--- src/rtl/bcd_serial_adder_ctrl.sv ---
// Multi-digit BCD adder sequencer: one shared single-digit decimal add stage,
// stepped across DIGITS positions LSD first, with start/busy/done handshake.
module bcd_serial_adder_ctrl #(
  parameter int unsigned DIGITS = 4
) (
  input  logic                  CLOCK_50,
  input  logic                  reset,
  input  logic                  start,
  input  logic [4*DIGITS-1:0]   a,
  input  logic [4*DIGITS-1:0]   b,
  input  logic                  cin,
  output logic                  busy,
  output logic                  done,
  output logic [4*DIGITS-1:0]   sum,
  output logic                  cout,
  output logic                  err
);

  localparam int unsigned IDXW = (DIGITS > 1) ? $clog2(DIGITS) : 1;
  localparam logic [IDXW-1:0] LAST_IDX = IDXW'(DIGITS - 1);

  typedef enum logic [1:0] {
    ST_IDLE = 2'd0,
    ST_ADD  = 2'd1,
    ST_DONE = 2'd2
  } state_t;

  state_t              state_q;
  logic [4*DIGITS-1:0] a_q, b_q, sum_q;
  logic [IDXW-1:0]     idx_q;
  logic                carry_q, cout_q, err_q, busy_q, done_q;

  logic [3:0]          a_dig, b_dig, sum_dig;
  logic [4:0]          t;
  logic                digit_bad, carry_d;
  logic [4*DIGITS-1:0] sum_d;

  // Select the current digit pair and splice the new sum digit into place.
  always_comb begin
    a_dig = '0;
    b_dig = '0;
    for (int unsigned k = 0; k < DIGITS; k++) begin
      if (idx_q == IDXW'(k)) begin
        a_dig = a_q[4*k +: 4];
        b_dig = b_q[4*k +: 4];
      end
    end

    digit_bad = (a_dig > 4'd9) || (b_dig > 4'd9);
    t         = {1'b0, a_dig} + {1'b0, b_dig} + {4'd0, carry_q};

    if (digit_bad) begin
      sum_dig = 4'hF;
      carry_d = 1'b0;
    end else if (t > 5'd9) begin
      sum_dig = 4'(t - 5'd10);
      carry_d = 1'b1;
    end else begin
      sum_dig = t[3:0];
      carry_d = 1'b0;
    end

    sum_d = sum_q;
    for (int unsigned k = 0; k < DIGITS; k++) begin
      if (idx_q == IDXW'(k)) sum_d[4*k +: 4] = sum_dig;
    end
  end

  always_ff @(posedge CLOCK_50) begin
    if (reset) begin
      state_q <= ST_IDLE;
      a_q     <= '0;
      b_q     <= '0;
      sum_q   <= '0;
      idx_q   <= '0;
      carry_q <= 1'b0;
      cout_q  <= 1'b0;
      err_q   <= 1'b0;
      busy_q  <= 1'b0;
      done_q  <= 1'b0;
    end else begin
      case (state_q)
        ST_IDLE: begin
          done_q <= 1'b0;
          if (start) begin
            a_q     <= a;
            b_q     <= b;
            carry_q <= cin;
            idx_q   <= '0;
            sum_q   <= '0;
            cout_q  <= 1'b0;
            err_q   <= 1'b0;
            busy_q  <= 1'b1;
            state_q <= ST_ADD;
          end
        end
        ST_ADD: begin
          sum_q   <= sum_d;
          carry_q <= carry_d;
          err_q   <= err_q | digit_bad;
          idx_q   <= idx_q + 1'b1;
          if (idx_q == LAST_IDX) begin
            cout_q  <= carry_d;
            busy_q  <= 1'b0;
            done_q  <= 1'b1;
            state_q <= ST_DONE;
          end
        end
        ST_DONE: begin
          done_q  <= 1'b0;
          state_q <= ST_IDLE;
        end
        default: begin
          busy_q  <= 1'b0;
          done_q  <= 1'b0;
          state_q <= ST_IDLE;
        end
      endcase
    end
  end

  assign busy = busy_q;
  assign done = done_q;
  assign sum  = sum_q;
  assign cout = cout_q;
  assign err  = err_q;

endmodule

--- config.mk ---
export PLATFORM = sky130hd
export DESIGN_NAME = bcd_serial_adder_ctrl
export DESIGN_NICKNAME = d
export VERILOG_FILES = /design/src/rtl/bcd_serial_adder_ctrl.sv
export SDC_FILE = /design/constraint.sdc
export NUM_CORES = 1
export LEC_CHECK = 0
export ABC_AREA = 1
export CORE_MARGIN = 2
export CORE_UTILIZATION = 35
export DETAILED_ROUTE_END_ITERATION = 7
export PLACE_DENSITY = 0.6
export SYNTH_ARGS = -nofsm -noshare
export SYNTH_HDL_FRONTEND = slang
export SYNTH_SLANG_ARGS = --single-unit
--- constraint.sdc ---
create_clock -name CLOCK_50 -period 2.95 [get_ports CLOCK_50]
set_input_delay 0.59 -clock CLOCK_50 [delete_from_list [all_inputs] [get_ports CLOCK_50]]
set_output_delay 0.59 -clock CLOCK_50 [all_outputs]
set_load 0.02 [all_outputs]
# Word-level counts from Yosys, hierarchy flattened
# Index checks and enable logic that the tools add are counted.
# op_classes
add_sub_neg,4
order_cmp,3
n_eq_ne,10
muxes,32
bitwise,3
reduce_logical,13
# op_table
cell,count
4-bit two-way mux,14
16-bit case mux with 2 select lines,1
16-bit two-way mux,1
3-bit AND reduction,5
"2-bit inequality test, second input constant",5
"4-bit > comparator, second input constant",2
2-bit case mux with 2 select lines,2
1-bit two-way mux,7
"2-bit == test, second input constant",3
2-bit two-way mux,3
1-bit case mux with 2 select lines,3
2-bit AND reduction,3
4-bit by 4-bit adder with 5-bit output,1
5-bit by 1-bit adder with 5-bit output,1
"5-bit by 4-bit > comparator with 1-bit output, second input constant",1
"2-bit by 1-bit == test with 1-bit output, second input constant",2
2-bit zero test,2
"4-bit subtractor, second input constant",1
1-bit case mux with 3 select lines,1
"2-bit by 1-bit adder with 2-bit output, second input constant",1
1-bit NOT,2
2-bit nonzero test,1
2-bit OR reduction,1
1-bit logical OR,1
1-bit bitwise OR,1
# word_totals
reg_bits,57
out_inout_bits,20
elab_cells,78

# Longest topological paths before layout
# logic_depth
word_depth,12
ltp_mapped,23
mapped_depth_nobuf,22

# Least setup slack after synthesis
# No wires, ideal clock.
# synth_path
path_type,reg2reg
from,register idx_q[0]
to,"register sum_q[15], in the netlist sum[15]"
arrival_ns,3.083
required_ns,2.817
path_slack_ns,-0.265
stages_incl_launch_ff,22
n_path_buf,1
period_less_slack_ns,3.215
cell_sequence,dfxtp_1 -> inv_1 -> ha_1 -> buf_4 -> inv_1 -> o21ai_0 -> a21oi_1 -> a21oi_1 -> fa_1 -> fa_1 -> inv_1 -> nand2_1 -> nand2_1 -> ha_1 -> nand2_1 -> a21boi_0 -> nand2_1 -> nand2_1 -> nand2_1 -> nand2_1 -> o21bai_2 -> a21oi_1
# synth_between
elab_chain_cells,12
elab_cells_between_ends,25
# synth_lines
element,line_no,text
from (decl),30,logic [IDXW-1:0] idx_q;
from (signal assigned),101,idx_q <= idx_q + 1'b1;
2-bit zero test,43,if (idx_q == IDXW'(k)) begin
4-bit two-way mux (4 in a row),43,
4-bit by 4-bit adder with 5-bit output,50,"t = {1'b0, a_dig} + {1'b0, b_dig} + {4'd0, carry_q};"
5-bit by 1-bit adder with 5-bit output,50,
4-bit subtractor or 5-bit by 4-bit > comparator with 1-bit output (tied branches),"56, 55",
4-bit two-way mux,55,end else if (t > 5'd9) begin
4-bit two-way mux,52,if (digit_bad) begin
4-bit two-way mux,65,if (idx_q == IDXW'(k)) sum_d[4*k +: 4] = sum_dig;
16-bit case mux with 2 select lines,82,case (state_q)
to (signal assigned),98,sum_q <= sum_d;
to (decl),29,"logic [4*DIGITS-1:0] a_q, b_q, sum_q;"
# Parallel ways exist; a longest one is shown, timed or not. The select of a mux whose other input is x is not followed.
# A chain may end at the register's enable or synchronous reset.

# Worst setup path after layout
# layout_path
from,register idx_q[1]
to,"register sum_q[3], in the netlist sum[3]"
# layout_between
elab_chain_cells,12
elab_cells_between_ends,25
# layout_lines
element,line_no
2-bit zero test,"43, 65"
4-bit two-way mux (4 in a row),43
4-bit by 4-bit adder with 5-bit output,50
5-bit by 1-bit adder with 5-bit output,50
4-bit subtractor or 5-bit by 4-bit > comparator with 1-bit output (tied branches),"56, 55"
4-bit two-way mux,55
4-bit two-way mux,52
4-bit two-way mux,65
16-bit case mux with 2 select lines,82
# Parallel ways exist; a longest one is shown, timed or not. The select of a mux whose other input is x is not followed.

==> flow_summary.ini <==
[setup_path]
crit_chain = inv_4 -> ha_4 -> nor2_4 -> a22oi_2 -> a21oi_2 -> a21oi_2 -> fa_2 -> fa_2 -> ha_4 -> nand2_1 -> a21boi_2 -> nand2_2 -> nand2_4 -> nand2_2 -> nand2_2 -> o21bai_4 -> a21oi_1
r2r_setup_slack_ns = -0.06
critPathKind = flop to flop
cp_max_fo = 4
crit_path_end_kind = flop
r2r_cells = 17
crit_top_cell = nand2_2
crit_buf_inv = 1
crit_required_ns = 3.14
critPathTopFamily = adder cells
worstReg2RegStart = idx_q[1]$_SDFFE_PP0P_
cp.arrival_ns = 3.20
cp_slowest_stage_delay_ns = 0.58
worstReg2RegEnd = sum[3]$_SDFFE_PP0P_
slowest_stage = fa_2
start_kind = flop

[floorplan]
die_y_um = 90.7
coreArea_mm2 = 0.00725
rows = 31
start_util_pct = 36.3
io_pins = 56
die_area_mm2 = 0.00822
die_w_um = 90.7

[yosys]
synthTopCellsByArea = dfxtp_1 43%, o21ai_0 11%, nor2_1 8.8%
synthSimpleGateAreaFrac_pct = 21.4
ys_types = 31
ys_seq_elements = 57
synth_nets = 402
yosysTopAreaCell = dfxtp_1
synth_edf_count = 0
synthAdderAreaFrac_pct = 5.33
synth-async-reset-ratio_pct = 0
synth-xor-area-share_pct = 0
synth_cells = 356
synth_top_area_share_pct = 43.4
syn_area_mm2 = 0.00263
yosysSeqAreaShare_pct = 43.4
synth-compound-area-share_pct = 22.4
avgSynthCellArea_um2 = 7.39
yosysWarnings = 0
synth_top_family_by_area = compound AO/OA/AOI/OAI gates
synth_flop_cell = dfxtp_1
synthMuxAreaShare_pct = 0

[grt]
grt_usage_pct = 17.3
grt-ovfl-total = 0
grt_max_degree = 40
grt_pass1_wl_um = 11300
antenna_found_initial = 0
grt_pass1_vias = 2354

[outcome]
violations = negative setup slack
status = finished, violations left

[route]
ant_nets = 0
num_vias = 2432
wl_um = 6710
initialDrtViolationCount = 112
drc = 0
via_per_inst = 4.61
wire_per_inst_um = 12.7
first_pass_iters = 4

[clock_network]
clkSinkCount = 57
clock_path_buffers = 2
insertion_delay_ns = 0.33
cts_root_buffer = clkbuf_8
clkTransAtPathRegs_ns = 0.07
cts_made_buffers = 9
htreeDepth = 3
cts_tree = done

[timing]
worst_pin_slew_ns = 0.668
skew_ns = 0.00996
finalCritPeriodShare_pct = 102
rsz0062_at_grt = true
period_needed_ns = 3.01
tns_ns = -0.433
slew_violations = 0
fmax_ghz = 0.333
setup_viol = 12
slew_headroom_pct = 55.3
worst_slack_ns = -0.0564
hold_viol = 0

[placement]
io_buffers = 55
dp_hpwl_um = 4990
place_congestion = 0.760
dp_cells = 513

[run]
cap_violations = 0

[finish]
final-instance-count-excl-fill = 528
nNetsFinal = 473
drive_gt1_share_pct = 19.8
antenna_cells = 0
area_delta_synth_final_pct = 40.5

[power]
clock_power_share_pct = 26.6
intPower_uw = 1490
p_seq_share_pct = 39.3
ir_worst_vdd_uv = 229
combPwrFrac_pct = 34.1
p_leak_uw = 0.00155
switchingPower_uw = 748
power.density_mw_per_mm2 = 606
p_sw_share_pct = 33.4

[worst_hold_path]
whs_endpoint = a_q[14]$_SDFFE_PP0P_
min_path_type = flop to flop
worstHoldStart = a_q[14]$_SDFFE_PP0P_
hold-path-cell-count = 2
-- power groups by stage --
stage                     registers [uW]  clock network, uW  logic [uW]
after floorplan                      924                  0         417
after global placement               897                  0         680
after detailed placement             896                  0         693
after CTS                            880                614         703
after global routing                 889                643         850
final                                881                596         763
-- worst min-delay path, delay by kind of cell, from the launching register on --
family                 cells  cell delay (ns)
buffers and inverters      1             0.06
AO/OA/AOI/OAI              1             0.05
flip-flops                 1             0.30
-- what timing repair did --
action                                  in CTS  in global routing
setup buffers                                1                  1
endpoints found under the setup margin      14                 14
resized for setup                            8                 18
pin swaps                                    7                  3
hold endpoints to repair                     0                  0
hold buffers                                 0                  0
-- per-layer routing --
metal / part of all wire, % / vias up / GRT usage (%) / wire length [um]
li1: - / 1304 / - / -
met1: 52 / 1083 / 23.8 / 3460
met2: 44 / 35 / 26.1 / 2950
met3: 2.5 / 10 / 3.26 / 169
met4: 2.0 / 0 / 7.69 / 135
met5: 0 / - / 0 / 0
-- flip-flops by register name (all words and copies together) (netlist names) --
register and flops:
carry_q 1, state_q 2, cout 1, idx_q 2, done 1, a_q 16, sum 16, err 1
b_q 16, busy 1
-- cells in the mapped netlist (2+ instances only) --
cell and n:
nor2_1 62, dfxtp_1 57, o21ai_0 57, nand2_1 43, a21oi_1 39, inv_1 28
nand3_1 13, clkbuf_1 9, ha_1 8, nand2_2 8, buf_2 4, a22oi_1 3
o21ai_1 3, fa_1 2, inv_2 2, nor2_4 2, o21ai_2 2
-- metrics by stage --
stage | hold slack (ns) | setup slack, ns | total power [uW] | utilization (%) | area, um^2
CTS | 0.462 | -0.0691 | 2200 | 49.8 | 3610
global route | 0.473 | -0.198 | 2380 | 51.0 | 3700
floorplan | 0.429 | -0.00118 | 1340 | - | 2700
detailed placement | 0.452 | -0.142 | 1590 | 47.3 | 3430
global placement | 0.445 | -0.0435 | 1580 | 47.3 | 3430
finish | 0.459 | -0.0564 | 2240 | 51.0 | 3700
-- placed cells by master, fill, tap and decap left out, types with 3 or more instances in the layout --
| master | count |
|---|---|
| inv_1 | 25 |
| nand3_1 | 11 |
| nand2_1 | 36 |
| clkbuf_8 | 10 |
| nor2_1 | 62 |
| a21oi_1 | 29 |
| ha_1 | 4 |
| o21ai_0 | 55 |
| a21oi_2 | 11 |
| nand2_4 | 4 |
| ha_4 | 3 |
| inv_4 | 4 |
| clkdlybuf4s50_1 | 55 |
| o21ai_1 | 5 |
| buf_4 | 21 |
| nand2_2 | 12 |
| dfxtp_1 | 55 |
-- kinds of logic after synthesis --
kind of cell | Yosys count
adders and majority gates | 10
and+or+nand+nor | 132
AOI/OAI and AO/OA | 110
buffers and inverters | 47
DFF | 57
-- worst max-delay path by stage --
stage,start,endpoint,slack (ns),cells after the start
after global routing,idx_q[1]$_SDFFE_PP0P_,sum[2]$_SDFFE_PP0P_,-0.20,18
after CTS,idx_q[1]$_SDFFE_PP0P_,sum[3]$_SDFFE_PP0P_,-0.07,17
final,idx_q[1]$_SDFFE_PP0P_,sum[3]$_SDFFE_PP0P_,-0.06,17
after global placement,idx_q[0]$_SDFFE_PP0P_,sum[11]$_SDFFE_PP0P_,-0.04,17
after detailed placement,idx_q[0]$_SDFFE_PP0P_,sum[15]$_SDFFE_PP0P_,-0.14,18
after floorplan,idx_q[1]$_SDFFE_PP0P_,sum[11]$_SDFFE_PP0P_,-0.001,18
-- area by class of cell --
| class | instances | area [um^2] |
|---|---|---|
| well taps | 99 | 124 |
| inverters | 31 | 126 |
| flip-flops and latches | 57 | 1150 |
| clock inverters | 1 | 5.00 |
| clock buffers | 12 | 145 |
| repair buffers | 76 | 708 |
| fillers | 728 | 3560 |
| multi-input cells | 252 | 1440 |
Power figures use the tool's default switching activity.
==> RTL change 1: new RTL, same settings <==
Encoding of `state_t`: now one-hot (3 bits for 3 states).
--- a/src/rtl/bcd_serial_adder_ctrl.sv
+++ b/src/rtl/bcd_serial_adder_ctrl.sv
@@ -21,6 +21,6 @@
 
-  typedef enum logic [1:0] {
-    ST_IDLE = 2'd0,
-    ST_ADD  = 2'd1,
-    ST_DONE = 2'd2
+  typedef enum logic [2:0] {
+    ST_IDLE = 3'b001,
+    ST_ADD  = 3'b010,
+    ST_DONE = 3'b100
   } state_t;
Behaviour: same outputs for any inputs over 10 cycles, from zero or initial values and one cycle with reset high; not proved beyond that.
==> RTL change 1 against the unedited design <==
- the flow still finishes with violations (setup timing)
- core utilization up 1.3 points
- setup slack worse by 15 ps
- clock skew down 3.9 ps
- sequential cell count increased by 1
- design area up 3.7%
- total power down 1.9%
- routed wire length up 3.5%
- synthesized area grew 2.3%
- highest routed layer unchanged
==> RTL change 1: results (changes against the unedited design) <==
[timing]
setup_viol = 14  ; +2
whs_ps = 453.9  ; -4.809 ps
timing_worst_slew_pin_value_ps = 472.1  ; -195.8 ps
tns_ps = -521.6  ; -89.05 ps
skew_ps = 6.051  ; -3.913 ps
worst_slack_ps = -71.57  ; -15.21 ps

[critical_path]
crit_path_max_fanout = 5  ; +1
cp.arrival_ps = 3240  ; +40 ps

[yosys]
synth_area_leaders = dfxtp_1 (43%), o21ai_0 (11%), nor2_1 (7.8%)
synthTopCellsByCount = o21ai_0 (61), dfxtp_1 (58), nor2_1 (56)
synthMuxAreaShare_pct = 0  ; unchanged
synthCells = 367  ; +3.1%
synth_xor_area_share_pct = 0  ; unchanged
synth-seq-area-share_pct = 43.16  ; -0.22 points
synth_compound_area_share_pct = 22.19  ; -0.22 points
synth_enable_flop_cells = 0  ; unchanged
synth_nets = 413  ; +2.7%
synth_cell_types = 31  ; unchanged
synth-adder-area-share_pct = 5.209  ; -0.12 points

[clock_network]
clk_path_buf_depth = 2  ; unchanged
clock_latency_ps = 340
cts_setup_buffers = 3  ; +2
clock_tree.root_cell = clkbuf_8
ctsResizeCount = 13  ; +5

[placement]
gp_congestion = 0.7832  ; +3.1%
place_inst = 523  ; +1.9%
dp_slack_ps = -145.5  ; -3.372 ps
portBuffers = 55  ; unchanged
place_area_um2 = 3505  ; +2.2%
dp_hpwl_mm = 4.977  ; -0.22%

[global_routing]
use_met3_pct = 5.259  ; +2.0 points
grt_pass1_wl_mm = 11.20  ; -0.55%
grt_usage_pct = 16.91  ; -0.36 points
grt_max_degree = 55  ; +38%
grt_pass1_vias = 2389  ; +1.5%
use_met1_pct = 21.52  ; -2.3 points
met2_usage_pct = 27.70  ; +1.6 points

[route]
avgRoutedWirePerCell_um = 12.79  ; +0.63%
dr_wl_met3_um = 281  ; +66%
routed_wl_mm = 6.945  ; +3.5%
drt-initial-drc-count = 144  ; +29%
top_layer_used = met4
met1_length_mm = 3.275  ; -5.3%
via_per_inst = 4.698  ; +2.0%
met2WireLength_mm = 3.316  ; +12%

[layout]
n_fill_cell = 724  ; -0.55%
syn_to_final_growth_pct = 42.51
diodes = 0  ; unchanged
nets = 485  ; +2.5%
layout-drive-gt1-share_pct = 20.50  ; +0.68 points

[power_and_ir_drop]
p_leak_nw = 1.628  ; +5.3%
peakVddDrop_mv = 0.2826  ; +24%

[outcome]
status = finished with violations
violations = setup timing

[worst_hold_path]
min_path_type = register to register

[RTL change 1: cell types whose count changed after synthesis, moves of 2 or more]
cell / delta
nor2_1: -6
nand2_1: +5
o21ai_0: +4
clkinv_1: +3
inv_1: +3
o21ai_1: -3
a21oi_1: +2
[RTL change 1: final cells by class]
type	count	share of cell area (%)
Clock buffer	11	3.949
Clock inverter	5	1.371
Inverter	37	3.884
Multi-Input combinational cell	257	38.51
Sequential cell	58	30.48
Tap cell	99	3.231
Timing Repair Buffer	76	18.57
[RTL change 1: final timing paths]
check / from / end
setup / recovery: idx_q[1] / sum[11]
hold / removal: a_q[6] / a_q[6]
setup reg to reg: idx_q[1] / sum[11]
hold reg to reg: a_q[6] / a_q[6]
[RTL change 1: power breakdown]
group / total (mW) / internal [mW] / leakage (nW) / switching, mW
clock network: 0.739 / 0.431 / 0.105 / 0.308
logic: 0.571 / 0.254 / 1.04 / 0.316
registers: 0.887 / 0.852 / 0.480 / 0.0350
==> RTL change 2: new RTL, same flow settings <==
Made on the original files. `DIGITS`: 4 -> 8.
--- a/src/rtl/bcd_serial_adder_ctrl.sv
+++ b/src/rtl/bcd_serial_adder_ctrl.sv
@@ -3,3 +3,3 @@
 module bcd_serial_adder_ctrl #(
-  parameter int unsigned DIGITS = 4
+  parameter int unsigned DIGITS = 8
 ) (
Ports: changed (resized a, b and sum); port bits go from 56 to 104. The function was not compared with the original's and may differ.
==> RTL change 2 against the unedited design <==
- the flow still finishes with violations (setup timing)
- sequential cell count grew 49
- routed wire length is 89% higher
- design area increased by 86%
- largest cell class unchanged
- synthesized area up 84%
- sequential power is 84% higher
- total power increased by 76%
- die area grew 80%
- setup slack got worse by 650 ps
- maximum frequency down 18%
- non-clock buffer count up 79
- synthesized cell count up 94%
==> RTL change 2: results (changes against the unedited design) <==
[timing]
setup_viol = 26  ; +14
tns_ps = -17200  ; -16,770 ps
worst_slack_ps = -709.6  ; -653.3 ps
skew_ps = 11.63  ; +1.667 ps
slew_headroom_pct = 47.11  ; -8.2 points

[critical_path]
crit_path_max_fanout = 8  ; +4
cp.arrival_ps = 3880  ; +680 ps
max_stage_delay_ps = 410  ; -170 ps

[yosys]
synth-adder-area-share_pct = 3.416  ; -1.9 points
synth_compound_area_share_pct = 15.40  ; -7.0 points
synth_xor_area_share_pct = 0.7246  ; +0.72 points
synth_area_leaders = dfxtp_1 (44%), nor2_1 (11%), nand2_1 (9.2%)
synth_nets = 771  ; +92%
synth_enable_flop_cells = 0  ; unchanged
synthTopCellsByCount = nor2_1 (146), nand2_1 (119), dfxtp_1 (106)
synth_ff_type = dfxtp_1
synth-seq-area-share_pct = 43.89  ; +0.51 points
avgSynthCellArea_um2 = 6.997  ; -5.3%
synth_cell_types = 34  ; +9.7%
synthMuxAreaShare_pct = 0  ; unchanged

[route]
drt-initial-drc-count = 235  ; +110%
met2WireLength_mm = 5.846  ; +98%
top_layer_used = met4
dr_wl_met3_um = 590  ; +250%
avgRoutedWirePerCell_um = 12.65  ; -0.47%
met1_length_mm = 6.067  ; +75%
route.vias.total = 4701  ; +93%

[placement]
gp_congestion = 0.7841  ; +3.2%
portBuffers = 103  ; +87%
dp_slack_ps = -690.7  ; -548.6 ps
place_inst = 981  ; +91%
dp_hpwl_mm = 9.602  ; +93%
place_area_um2 = 6431  ; +87%

[clock_network]
cts.clk_slew.worst_paths_ps = 70  ; about the same
clock_latency_ps = 350  ; +20 ps
cts_setup_buffers = 5  ; +4
htreeDepth = 3  ; unchanged
clock_tree.root_cell = clkbuf_16
ctsResizeCount = 11  ; +3

[power_and_ir_drop]
internal_power_mw = 2.677  ; +79%
power_frac_comb_pct = 30.5  ; -3.6 points
power_frac_seq_pct = 40.9  ; +1.6 points
p_per_area_nw_per_um2 = 575.7  ; -5.0%
peakVddDrop_mv = 0.2519  ; +10%
p_leak_nw = 2.886  ; +87%

[global_routing]
met2_usage_pct = 29.49  ; +3.4 points
use_met1_pct = 24.31  ; +0.50 points
grt_antenna_before_repair = 0  ; unchanged
grt_usage_pct = 17.93  ; +0.67 points
grt_pass1_vias = 4485  ; +91%
grt_max_degree = 54  ; +35%
grt_pass1_wl_mm = 21.18  ; +88%
use_met3_pct = 2.622  ; -0.63 points

[layout]
nets = 902  ; +91%
layout-drive-gt1-share_pct = 15.72  ; -4.1 points
n_fill_cell = 1339  ; +84%
finalNonFillerCells = 1003  ; +90%

[outcome]
status = finished with violations
violations = setup timing

==> RTL change 2: cell count changes after synthesis, moves of 7 or more <==
cell / unedited run / this run
clkbuf_1: 9 / 31
inv_1: 28 / 48
dfxtp_1: 57 / 106
nand3_1: 13 / 56
nand2_2: 8 / 1
nand2_1: 43 / 119
a21oi_1: 39 / 48
o21ai_0: 57 / 82
nor2_1: 62 / 146
==> RTL change 2: path summary, 6_finish.rpt <==
path,from,endpoint,slack [ps],cells after the start
max,idx_q[1],sum[10],-710,27
min,a_q[2],a_q[2],460,2
max reg2reg,idx_q[1],sum[10],-710,27
min reg2reg,a_q[2],a_q[2],460,2
==> RTL change 2: layout make-up <==
type	count	area [um2]	area share, %
Multi-Input combinational cell	497	2592	37.78
Sequential cell	106	2128	31.02
Timing Repair Buffer	155	1434	20.90
Clock buffer	11	242.7	3.538
Tap cell	176	220.2	3.209
Inverter	53	206.4	3.009
Clock inverter	5	37.54	0.5470
